## config.mk

```make
export PLATFORM = sky130hd
export DESIGN_NAME = compensation_sum_sequencer
export DESIGN_NICKNAME = d
export VERILOG_FILES = /design/src/rtl/compensation_sum_sequencer_pkg.sv /design/src/rtl/compensation_sum_sequencer_sat.sv /design/src/rtl/compensation_sum_sequencer.sv
export SDC_FILE = /design/constraint.sdc
export NUM_CORES = 1
export LEC_CHECK = 0
export BUFFER_PORTS_ARGS = -buffer_cell sky130_fd_sc_hd__buf_2
export CORE_MARGIN = 2
export CORE_UTILIZATION = 47
export CTS_CLUSTER_SIZE = 28
export DETAILED_ROUTE_END_ITERATION = 6
export PLACE_DENSITY = 0.68
export SYNTH_ARGS = -nofsm -noshare
export SYNTH_HDL_FRONTEND = slang
export SYNTH_SLANG_ARGS = --single-unit
export TNS_END_PERCENT = 1
```

## constraint.sdc

```tcl
create_clock -name clk -period 3.9 [get_ports clk]
set_clock_uncertainty 0.05 [all_clocks]
set_input_delay 0.585 -clock clk [delete_from_list [all_inputs] [get_ports clk]]
set_output_delay 0.585 -clock clk [all_outputs]
set_load 0.01 [all_outputs]
```

## src/rtl/compensation_sum_sequencer_pkg.sv

```systemverilog
// Shared constants and state encoding for the compensation sum sequencer.
// Holds the default lane count, input/sum widths, the saturation bounds of
// the accumulated sum, and the three-state FSM enum.
package compensation_sum_sequencer_pkg;
  localparam int LANES                          = 8;
  localparam int COMP_IN_WIDTH                  = 9;
  localparam int COMPENSATION_PARTIAL_SUM_WIDTH = 13;

  localparam int SAT_MAX = (2 ** (COMPENSATION_PARTIAL_SUM_WIDTH - 1)) - 1;  //  4095
  localparam int SAT_MIN = -(2 ** (COMPENSATION_PARTIAL_SUM_WIDTH - 1));     // -4096

  typedef enum logic [1:0] {
    ST_ACC   = 2'd0,
    ST_DRAIN = 2'd1,
    ST_DONE  = 2'd2
  } state_e;
endpackage

```

## src/rtl/compensation_sum_sequencer_sat.sv

```systemverilog
// comp_sat_adder: one lane of the accumulator update.
// Sign-extends a lane product, adds it to the running sum one bit wider
// than the sum, and clamps the result into the signed sum range.
// Ports:
//   i_acc  - current signed partial sum (SUM_W bits)
//   i_val  - signed lane product (IN_W bits)
//   o_sum  - saturated signed sum (SUM_W bits)
module comp_sat_adder
  import compensation_sum_sequencer_pkg::*;
#(
  parameter int IN_W  = compensation_sum_sequencer_pkg::COMP_IN_WIDTH,
  parameter int SUM_W = compensation_sum_sequencer_pkg::COMPENSATION_PARTIAL_SUM_WIDTH
) (
  input  logic [SUM_W-1:0] i_acc,
  input  logic [IN_W-1:0]  i_val,
  output logic [SUM_W-1:0] o_sum
);
  logic [SUM_W:0] w_acc_x;
  logic [SUM_W:0] w_val_x;
  logic [SUM_W:0] w_raw;

  assign w_acc_x = {i_acc[SUM_W-1], i_acc};
  assign w_val_x = {{(SUM_W + 1 - IN_W){i_val[IN_W-1]}}, i_val};
  assign w_raw   = w_acc_x + w_val_x;

  // The two top bits of the widened sum disagree only on overflow; the
  // extra bit then carries the true sign and picks the bound.
  always_comb begin
    o_sum = w_raw[SUM_W-1:0];
    if (w_raw[SUM_W] != w_raw[SUM_W-1])
      o_sum = w_raw[SUM_W] ? {1'b1, {(SUM_W-1){1'b0}}} : {1'b0, {(SUM_W-1){1'b1}}};
  end
endmodule

```

## src/rtl/compensation_sum_sequencer.sv

```systemverilog
// compensation_sum_sequencer: accumulates per-lane compensation products
// over the beats of a tile, then shifts the LANES sums into the
// compensation accumulator, highest lane first, and pulses done.
// Ports:
//   clk, rst            - clock, synchronous active-low reset
//   comp_valid/ready    - beat handshake; ready only while accumulating
//   comp_last           - marks the final beat of a tile
//   comp_data           - LANES signed lane products, lane i at [i*W +: W]
//   clear               - synchronous abort back to accumulate, sums zeroed
//   CACC_Write_enable   - shift-enable to the accumulator (LANES cycles)
//   Compensation_Sum_in - value shifted in; zero when not writing
//   busy, done          - draining/done indication, one-cycle done pulse
module compensation_sum_sequencer
  import compensation_sum_sequencer_pkg::*;
#(
  parameter int LANES                          = compensation_sum_sequencer_pkg::LANES,
  parameter int COMP_IN_WIDTH                  = compensation_sum_sequencer_pkg::COMP_IN_WIDTH,
  parameter int COMPENSATION_PARTIAL_SUM_WIDTH = compensation_sum_sequencer_pkg::COMPENSATION_PARTIAL_SUM_WIDTH
) (
  input  logic                                      clk,
  input  logic                                      rst,
  input  logic                                      comp_valid,
  output logic                                      comp_ready,
  input  logic                                      comp_last,
  input  logic [LANES*COMP_IN_WIDTH-1:0]            comp_data,
  input  logic                                      clear,
  output logic                                      CACC_Write_enable,
  output logic [COMPENSATION_PARTIAL_SUM_WIDTH-1:0] Compensation_Sum_in,
  output logic                                      busy,
  output logic                                      done
);
  localparam int SUM_W = COMPENSATION_PARTIAL_SUM_WIDTH;
  localparam int CNT_W = (LANES > 1) ? $clog2(LANES) : 1;

  state_e                       r_state;
  state_e                       w_state_nxt;
  logic [CNT_W-1:0]             r_cnt;
  logic [CNT_W-1:0]             w_rd_idx;
  logic [LANES-1:0][SUM_W-1:0]  r_acc;
  logic [LANES-1:0][SUM_W-1:0]  w_sum;
  logic                         w_accept;
  logic                         w_cnt_last;

  // Accept is derived from state directly rather than from comp_ready so
  // the handshake does not loop through the output decode.
  assign w_accept   = comp_valid && (r_state == ST_ACC);
  assign w_cnt_last = (r_cnt == CNT_W'(LANES - 1));
  assign w_rd_idx   = CNT_W'(LANES - 1) - r_cnt;

  for (genvar g = 0; g < LANES; g++) begin : g_lane
    comp_sat_adder #(
      .IN_W  (COMP_IN_WIDTH),
      .SUM_W (SUM_W)
    ) u_add (
      .i_acc (r_acc[g]),
      .i_val (comp_data[g*COMP_IN_WIDTH +: COMP_IN_WIDTH]),
      .o_sum (w_sum[g])
    );
  end

  always_ff @(posedge clk) begin
    if (!rst || clear) r_state <= ST_ACC;
    else               r_state <= w_state_nxt;
  end

  always_comb begin
    w_state_nxt         = r_state;
    comp_ready          = 1'b0;
    CACC_Write_enable   = 1'b0;
    Compensation_Sum_in = '0;
    busy                = 1'b0;
    done                = 1'b0;
    case (r_state)
      ST_ACC: begin
        comp_ready = 1'b1;
        if (comp_valid && comp_last) w_state_nxt = ST_DRAIN;
      end
      ST_DRAIN: begin
        busy                = 1'b1;
        CACC_Write_enable   = 1'b1;
        Compensation_Sum_in = r_acc[w_rd_idx];
        if (w_cnt_last) w_state_nxt = ST_DONE;
      end
      ST_DONE: begin
        busy        = 1'b1;
        done        = 1'b1;
        w_state_nxt = ST_ACC;
      end
      default: w_state_nxt = ST_ACC;
    endcase
  end

  // Clear shares the reset path, so a beat arriving with clear is dropped.
  always_ff @(posedge clk) begin
    if (!rst || clear) begin
      r_cnt <= '0;
      r_acc <= '0;
    end else begin
      case (r_state)
        ST_ACC: begin
          if (w_accept) r_acc <= w_sum;
          r_cnt <= '0;
        end
        ST_DRAIN: r_cnt <= r_cnt + 1'b1;
        ST_DONE: begin
          r_cnt <= '0;
          r_acc <= '0;
        end
        default: begin
          r_cnt <= '0;
          r_acc <= '0;
        end
      endcase
    end
  end
endmodule

```

==> results of run 1 <==
-- tightest hold or removal path: cells and delay by family (launching register included) --
family | cells | cell delay, ns
simple gates | 1 | 0.05
compound gates | 1 | 0.05
flops | 1 | 0.33
-- worst min path at each step --
| stage | from | end |
|---|---|---|
| 6_report | r_acc[8] | r_acc[8] |
| 5_1_grt | r_acc[63] | r_acc[63] |
| 4_1_cts | r_acc[8] | r_acc[8] |
| 3_5_place_dp | r_acc[58] | r_acc[58] |
| 3_3_place_gp | r_acc[58] | r_acc[58] |
| 2_1_floorplan | r_acc[102] | r_acc[102] |
-- registers in the layout, indices dropped and copies added (netlist names) --
signal   flops
r_acc      104
r_cnt        3
r_state      2
-- routing by layer --
| layer | share of wire | up-vias |
|---|---|---|
| li1 | - | 4538 |
| met1 | 0.49 | 4106 |
| met2 | 0.44 | 173 |
| met3 | 0.045 | 27 |
| met4 | 0.023 | 0 |
| met5 | 0 | - |
-- metrics by stage --
| step | instances | TNS, ns | instance area [µm²] | util | power, mW |
|---|---|---|---|---|---|
| floorplan | 1198 | 0 | 9780 | - | 2.39 |
| global placement | 1543 | 0 | 10600 | 0.523 | 2.75 |
| detailed placement | 1543 | -0.0170 | 10600 | 0.523 | 2.77 |
| CTS | 1559 | 0 | 10900 | 0.539 | 3.76 |
| global route | 1559 | 0 | 10900 | 0.539 | 4.02 |
| finish | 1559 | 0 | 10900 | 0.539 | 3.76 |
-- where the power goes --
group / switching, mW / total [mW] / internal, mW
Clock: 0.431 / 1.00 / 0.570
Sequential: 0.104 / 1.31 / 1.20
Combinational: 0.820 / 1.45 / 0.635
Total: 1.35 / 3.76 / 2.41
-- cell type report --
type	instances	area (µm²)
timing repair buffer	118	678
clock inverter	2	38.8
inverter	55	206
multi-input combinational	991	7210
tap	270	338
sequential	109	2180
clock buffer	14	284
fill	1951	9360
-- kinds of logic (layout without fill, tap and decap cells) --
family                     count (synthesis)  count (layout)  share of synthesized area
adders and majority gates                132             132                      0.175
xor gates and xnor gates                  73              73                     0.0654
and+or+nand+nor                          374             374                      0.176
DFF                                      109             109                      0.223
muxes                                     39              39                     0.0732
buffers and inverters                     98             189                     0.0400
AOI/OAI and AO/OA                        373             373                      0.247
-- cells in the final DEF, fill, tap and decap left out, types with 12 or more instances in the layout --
master    netlist  layout
a21o_1         23      23
a21oi_1        94      94
buf_2           7      93
buf_4           0      23
dfxtp_1       109     108
ha_1          123     123
inv_1          55      55
mux2i_1        13      13
mux4_2         26      26
nand2_1       146     146
nand2b_1       12      12
nand3_1        13      13
nor2_1        101     100
nor2b_1        36      36
nor3_1         20      20
o211ai_1       17      17
o21a_1         20      20
o21ai_0        71      71
o21ai_1        44      44
or3_1          13      13
xnor2_1        56      56
xor2_1         17      17
==> flow_summary.yaml, run 1 <==
pwr:
  peakVddDrop_mv: 0.262
  p_per_area_mw_per_mm2: 344
  total_leakage_power_nw: 4.76
logic_synthesis:
  ys_ff_latch: 109
  synth_most_common_cell: "nand2_1"
  synth-seq-area-share: 0.223
  syn_area_mm2: 0.00978
  synth_edf_count: 0
  yosysWarnings: 0
  synth_cell_types: 73
  synthesis.nets: 1406
  synthTopCellsByArea: "dfxtp_1 (22%), ha_1 (16%), mux4_2 (6.0%)"
  synthArstFlopShare: 0
  synth_top_area_cell: "dfxtp_1"
  synth_top_area_frac: 0.223
  postSynthCellCount: 1198
  synth_common_cells: "nand2_1 (146), ha_1 (123), dfxtp_1 (109), nor2_1 (101), a21oi_1 (94)"
  ys.flop_type: "dfxtp_1"
  synth.avg_cell_area_um2: 8.16
critical_path:
  crit_family: "compound AO/OA/AOI/OAI gates"
  worstSetupStartpointType: "flop"
  r2r_cells: 15
  path_depth: 15
  critPathCapture: "r_acc[40]"
  crit_path_max_fanout: 11
  rrSetupSlack_ns: 0.26
  critPathSlowestCell: "dfxtp_1"
  cp.required_ns: 4.12
  end_kind: "flop"
  r2r_start: "r_acc[45]"
  critical_path.cell_chain: "ha_1, a21oi_1, inv_1, a221o_1, a31oi_1, o21ai_1, a31oi_1, xnor2_1, ha_1, inv_1, or3_1, o221ai_1, buf_4, a21oi_1, a21o_1"
  max_stage_delay_ns: 0.44
  worstPathArrival_ns: 3.85
  path_class: "reg2reg"
  path_buf_inv: 3
  startpoint: "r_acc[45]"
  r2r_end: "r_acc[40]"
drt:
  drtPass1Iterations: 7
  wl_mm: 26.0
  drt_iter0_drc: 544
  vias_per_cell: 5.67
  route.detailed.drc: 0
  routedWlPerCell_um: 16.7
  drt.antenna.violating_nets: 0
  vias: 8844
clock_network:
  cts_hold_buf: 0
  clk_latency_ns: 0.36
  clockBufferDepth: 2
  cts_tree: "yes"
  cts_sinks: 109
  htreeDepth: 3
  cts_resized: 0
  clk_pin_slew_worst_paths_ns: 0.07
  post_cts_buffers: 0
  clockRootBuffer: "clkbuf_16"
  cts_buffers: 9
run:
  maxCapViolations: 0
floorplanning:
  die_x_um: 148
  rows: 52
  die_area_mm2: 0.0220
  die_h_um: 148
  start_util: 0.482
  io_pins: 94
  coreArea_mm2: 0.0203
layout:
  fin_nets: 1492
  antenna_cells: 0
  drive_gt1_frac: 0.143
  areaGrowthSynthToFinish_pct: 11.9
timing:
  setup-violations-final: 0
  finalCriticalPeriod_ns: 3.64
  timing.fmax_mhz: 275
  tightest_slew_ns: 1.03
  drv_slew: 0
  holdWs_ns: 0.422
  slew_headroom: 0.315
  fin_crit_sh: 0.933
  worst_slack_ns: 0.262
  hold_viol: 0
  rsz0062_at_grt: "false"
global_routing:
  antenna_found_initial: 0
  grt_busiest_layer: "met2"
  grt_pass1_wl_mm: 42.3
  grt_use_met3: 0.0270
  met2_usage: 0.384
  grt_usage: 0.240
  grt_pass1_vias: 8370
  gr-total-overflow: 0
  gr-usage-met1: 0.339
  grt_max_degree: 58
outcome:
  status: "complete, no violations"
place:
  place.gp.congestion: 0.904
  place.detailed.hpwl_mm: 21.0
  pre_cts_slack_ns: -0.0170
  io_buffer_count: 93
min_path:
  hp-class: "reg2reg"
  hold_depth: 2
No activity file was read; power rests on OpenSTA's default activity.
==> inputs of run 2 (changes only) <==
--- a/config.mk
+++ b/config.mk
@@ -7,10 +7,10 @@
 export LEC_CHECK = 0
 export BUFFER_PORTS_ARGS = -buffer_cell sky130_fd_sc_hd__buf_2
 export CORE_MARGIN = 2
-export CORE_UTILIZATION = 47
+export CORE_UTILIZATION = 40
 export CTS_CLUSTER_SIZE = 28
 export DETAILED_ROUTE_END_ITERATION = 6
-export PLACE_DENSITY = 0.68
+export PLACE_DENSITY = 0.6
 export SYNTH_ARGS = -nofsm -noshare
 export SYNTH_HDL_FRONTEND = slang
 export SYNTH_SLANG_ARGS = --single-unit
==> flow_summary.yaml, run 2 (synthesis gave the netlist of run 1 again) <==
outcome:
  status: "complete, no violations"
floorplanning:
  die_x_um: 160
  die_area_mm2: 0.0257
  io_pins: 94
  die_h_um: 160
  start_util: 0.404
  coreArea_mm2: 0.0242
  rows: 57
timing:
  rsz0062_at_grt: "false"
  hold_viol: 0
  tns_ns: 0
  fin_crit_sh: 0.931
  timing.fmax_mhz: 276
  holdWs_ns: 0.421
  slew_headroom: 0.350
  finalCriticalPeriod_ns: 3.63
  drv_slew: 0
  setup-violations-final: 0
  tightest_slew_ns: 0.975
global_routing:
  grt_pass1_vias: 8084
  grt_usage: 0.205
  gr-total-overflow: 0
  grt_max_degree: 45
  grt_pass1_wl_mm: 42.1
  antenna_found_initial: 0
critical_path:
  r2r_start: "r_acc[13]"
  rrSetupSlack_ns: 0.27
  crit_path_max_fanout: 8
  cp.required_ns: 4.13
  worstPathArrival_ns: 3.86
  worstSetupStartpointType: "flop"
  end_kind: "flop"
  path_class: "reg2reg"
  r2r_cells: 16
  r2r_end: "r_acc[24]"
pwr:
  p_seq_frac: 0.343
  p_int_mw: 2.45
  peakVddDrop_mv: 0.226
  p_clk_frac: 0.273
  switching_share: 0.357
  p_per_area_mw_per_mm2: 344
  power.net_switching_mw: 1.36
  total_leakage_power_nw: 4.80
  comb_power_share: 0.384
drt:
  vias_per_cell: 5.41
  wl_mm: 26.5
  routedWlPerCell_um: 16.3
  route.detailed.drc: 0
  drt.antenna.violating_nets: 0
  drt_iter0_drc: 591
  vias: 8766
  drtPass1Iterations: 7
layout:
  areaGrowthSynthToFinish_pct: 13.2
  fin_nets: 1498
  largest_reg_flops: 104
  final_cell_count_no_fill: 1619
  reg_top3: "r_acc: 104 flops, r_cnt: 3 flops, r_state: 2 flops"
  antenna_cells: 0
  regMostFlops: "r_acc"
  final_cell_mix: "nand2_1 (146), ha_1 (123), dfxtp_1 (108)"
  utilization: 0.458
  fillers: 2409
  drive_gt1_frac: 0.148
  fin_area_mm2: 0.0111
  mostFrequentLayoutCell: "nand2_1"
place:
  place.detailed.hpwl_mm: 21.5
  placed_cell_area_mm2: 0.0107
  io_buffer_count: 93
  place.gp.congestion: 0.865
  post-place-cells: 1603
clock_network:
  cts_buffers: 9
  clk_latency_ns: 0.36
  clockRootBuffer: "clkbuf_16"
  cts_sinks: 109
  clockBufferDepth: 2
  htreeDepth: 3
  cts_tree: "yes"
  clk_pin_slew_worst_paths_ns: 0.07
min_path:
  min_to: "r_acc[61]"
  hp-class: "reg2reg"
  hold_depth: 2
  hp-start: "r_acc[61]"
run:
  maxCapViolations: 0
run 2: changes by cell type in the layout (fill, tap and decap cells not counted):
cell | before | now
clkbuf_8 | 4 | 2
bufinv_16 | 1 | 2
nor3b_2 | 1 | 2
buf_4 | 23 | 29
clkinv_4 | 1 | 0
inv_8 | 0 | 1
clkbuf_1 | 1 | 0
clkinv_2 | 0 | 2
nor3b_1 | 5 | 4
run 2: routing by layer:
metal	up-vias	GRT usage	wire length, µm	part of all wire
li1	4548	-	-	-
met3	24	0.0227	956	0.036
met1	4042	0.286	13000	0.49
met4	0	0.0659	624	0.024
met2	152	0.333	11900	0.45
met5	-	0	0	0
run 2: timing repair:
action,in CTS,in global routing
setup buffers,0,0
endpoints found under the setup margin,0,1
gates resized for setup,0,1
endpoints found under the hold margin,0,0
hold buffers,0,0
run 2: layout make-up:
cell class,count,area (µm²),share of cell area
Multi-Input combinational cell,991,7220,0.652
Sequential cell,109,2180,0.197
Timing Repair Buffer,124,723,0.0653
Tap cell,324,405,0.0366
Clock buffer,11,253,0.0228
Inverter,55,206,0.0186
Clock inverter,5,81.3,0.00735
run 2: critical path, stage by stage, from the launching register on:
cell and delay [ns]:
dfxtp_1 0.46, ha_1 0.23, inv_1 0.06, fa_1 0.40, nor2b_1 0.16, o31a_1 0.19
o211a_1 0.21, o21ai_0 0.10, nor3b_2 0.18, nand2_1 0.08, o211ai_1 0.09, ha_1 0.36
inv_1 0.09, o21ai_0 0.09, a41o_1 0.26, or2_1 0.34, a22oi_1 0.21
run 2: power groups by stage:
stage | sequential (mW) | clock [mW] | combinational (mW)
4_1_cts | 1.31 | 1.06 | 1.47
3_3_place_gp | 1.33 | 0 | 1.45
2_1_floorplan | 1.28 | 0 | 1.11
5_1_grt | 1.32 | 1.10 | 1.65
3_5_place_dp | 1.33 | 0 | 1.46
6_report | 1.31 | 1.04 | 1.47
run 2: worst max path at each step:
stage	from	end	slack [ns]	cells after the start
2_1_floorplan	comp_data[33]	r_acc[40]	0.23	15
3_3_place_gp	comp_data[9]	r_acc[24]	0.04	17
3_5_place_dp	comp_data[9]	r_acc[24]	-0.03	17
4_1_cts	r_acc[13]	r_acc[24]	0.26	16
5_1_grt	r_acc[52]	r_acc[62]	0.07	14
6_report	r_acc[13]	r_acc[24]	0.27	16
run 2: per-stage QoR:
stage          total power [mW]  setup slack (ns)
2_1_floorplan              2.39             0.226
3_3_place_gp               2.78            0.0428
3_5_place_dp               2.79           -0.0292
4_1_cts                    3.84             0.261
5_1_grt                    4.07            0.0673
6_report                   3.81             0.271
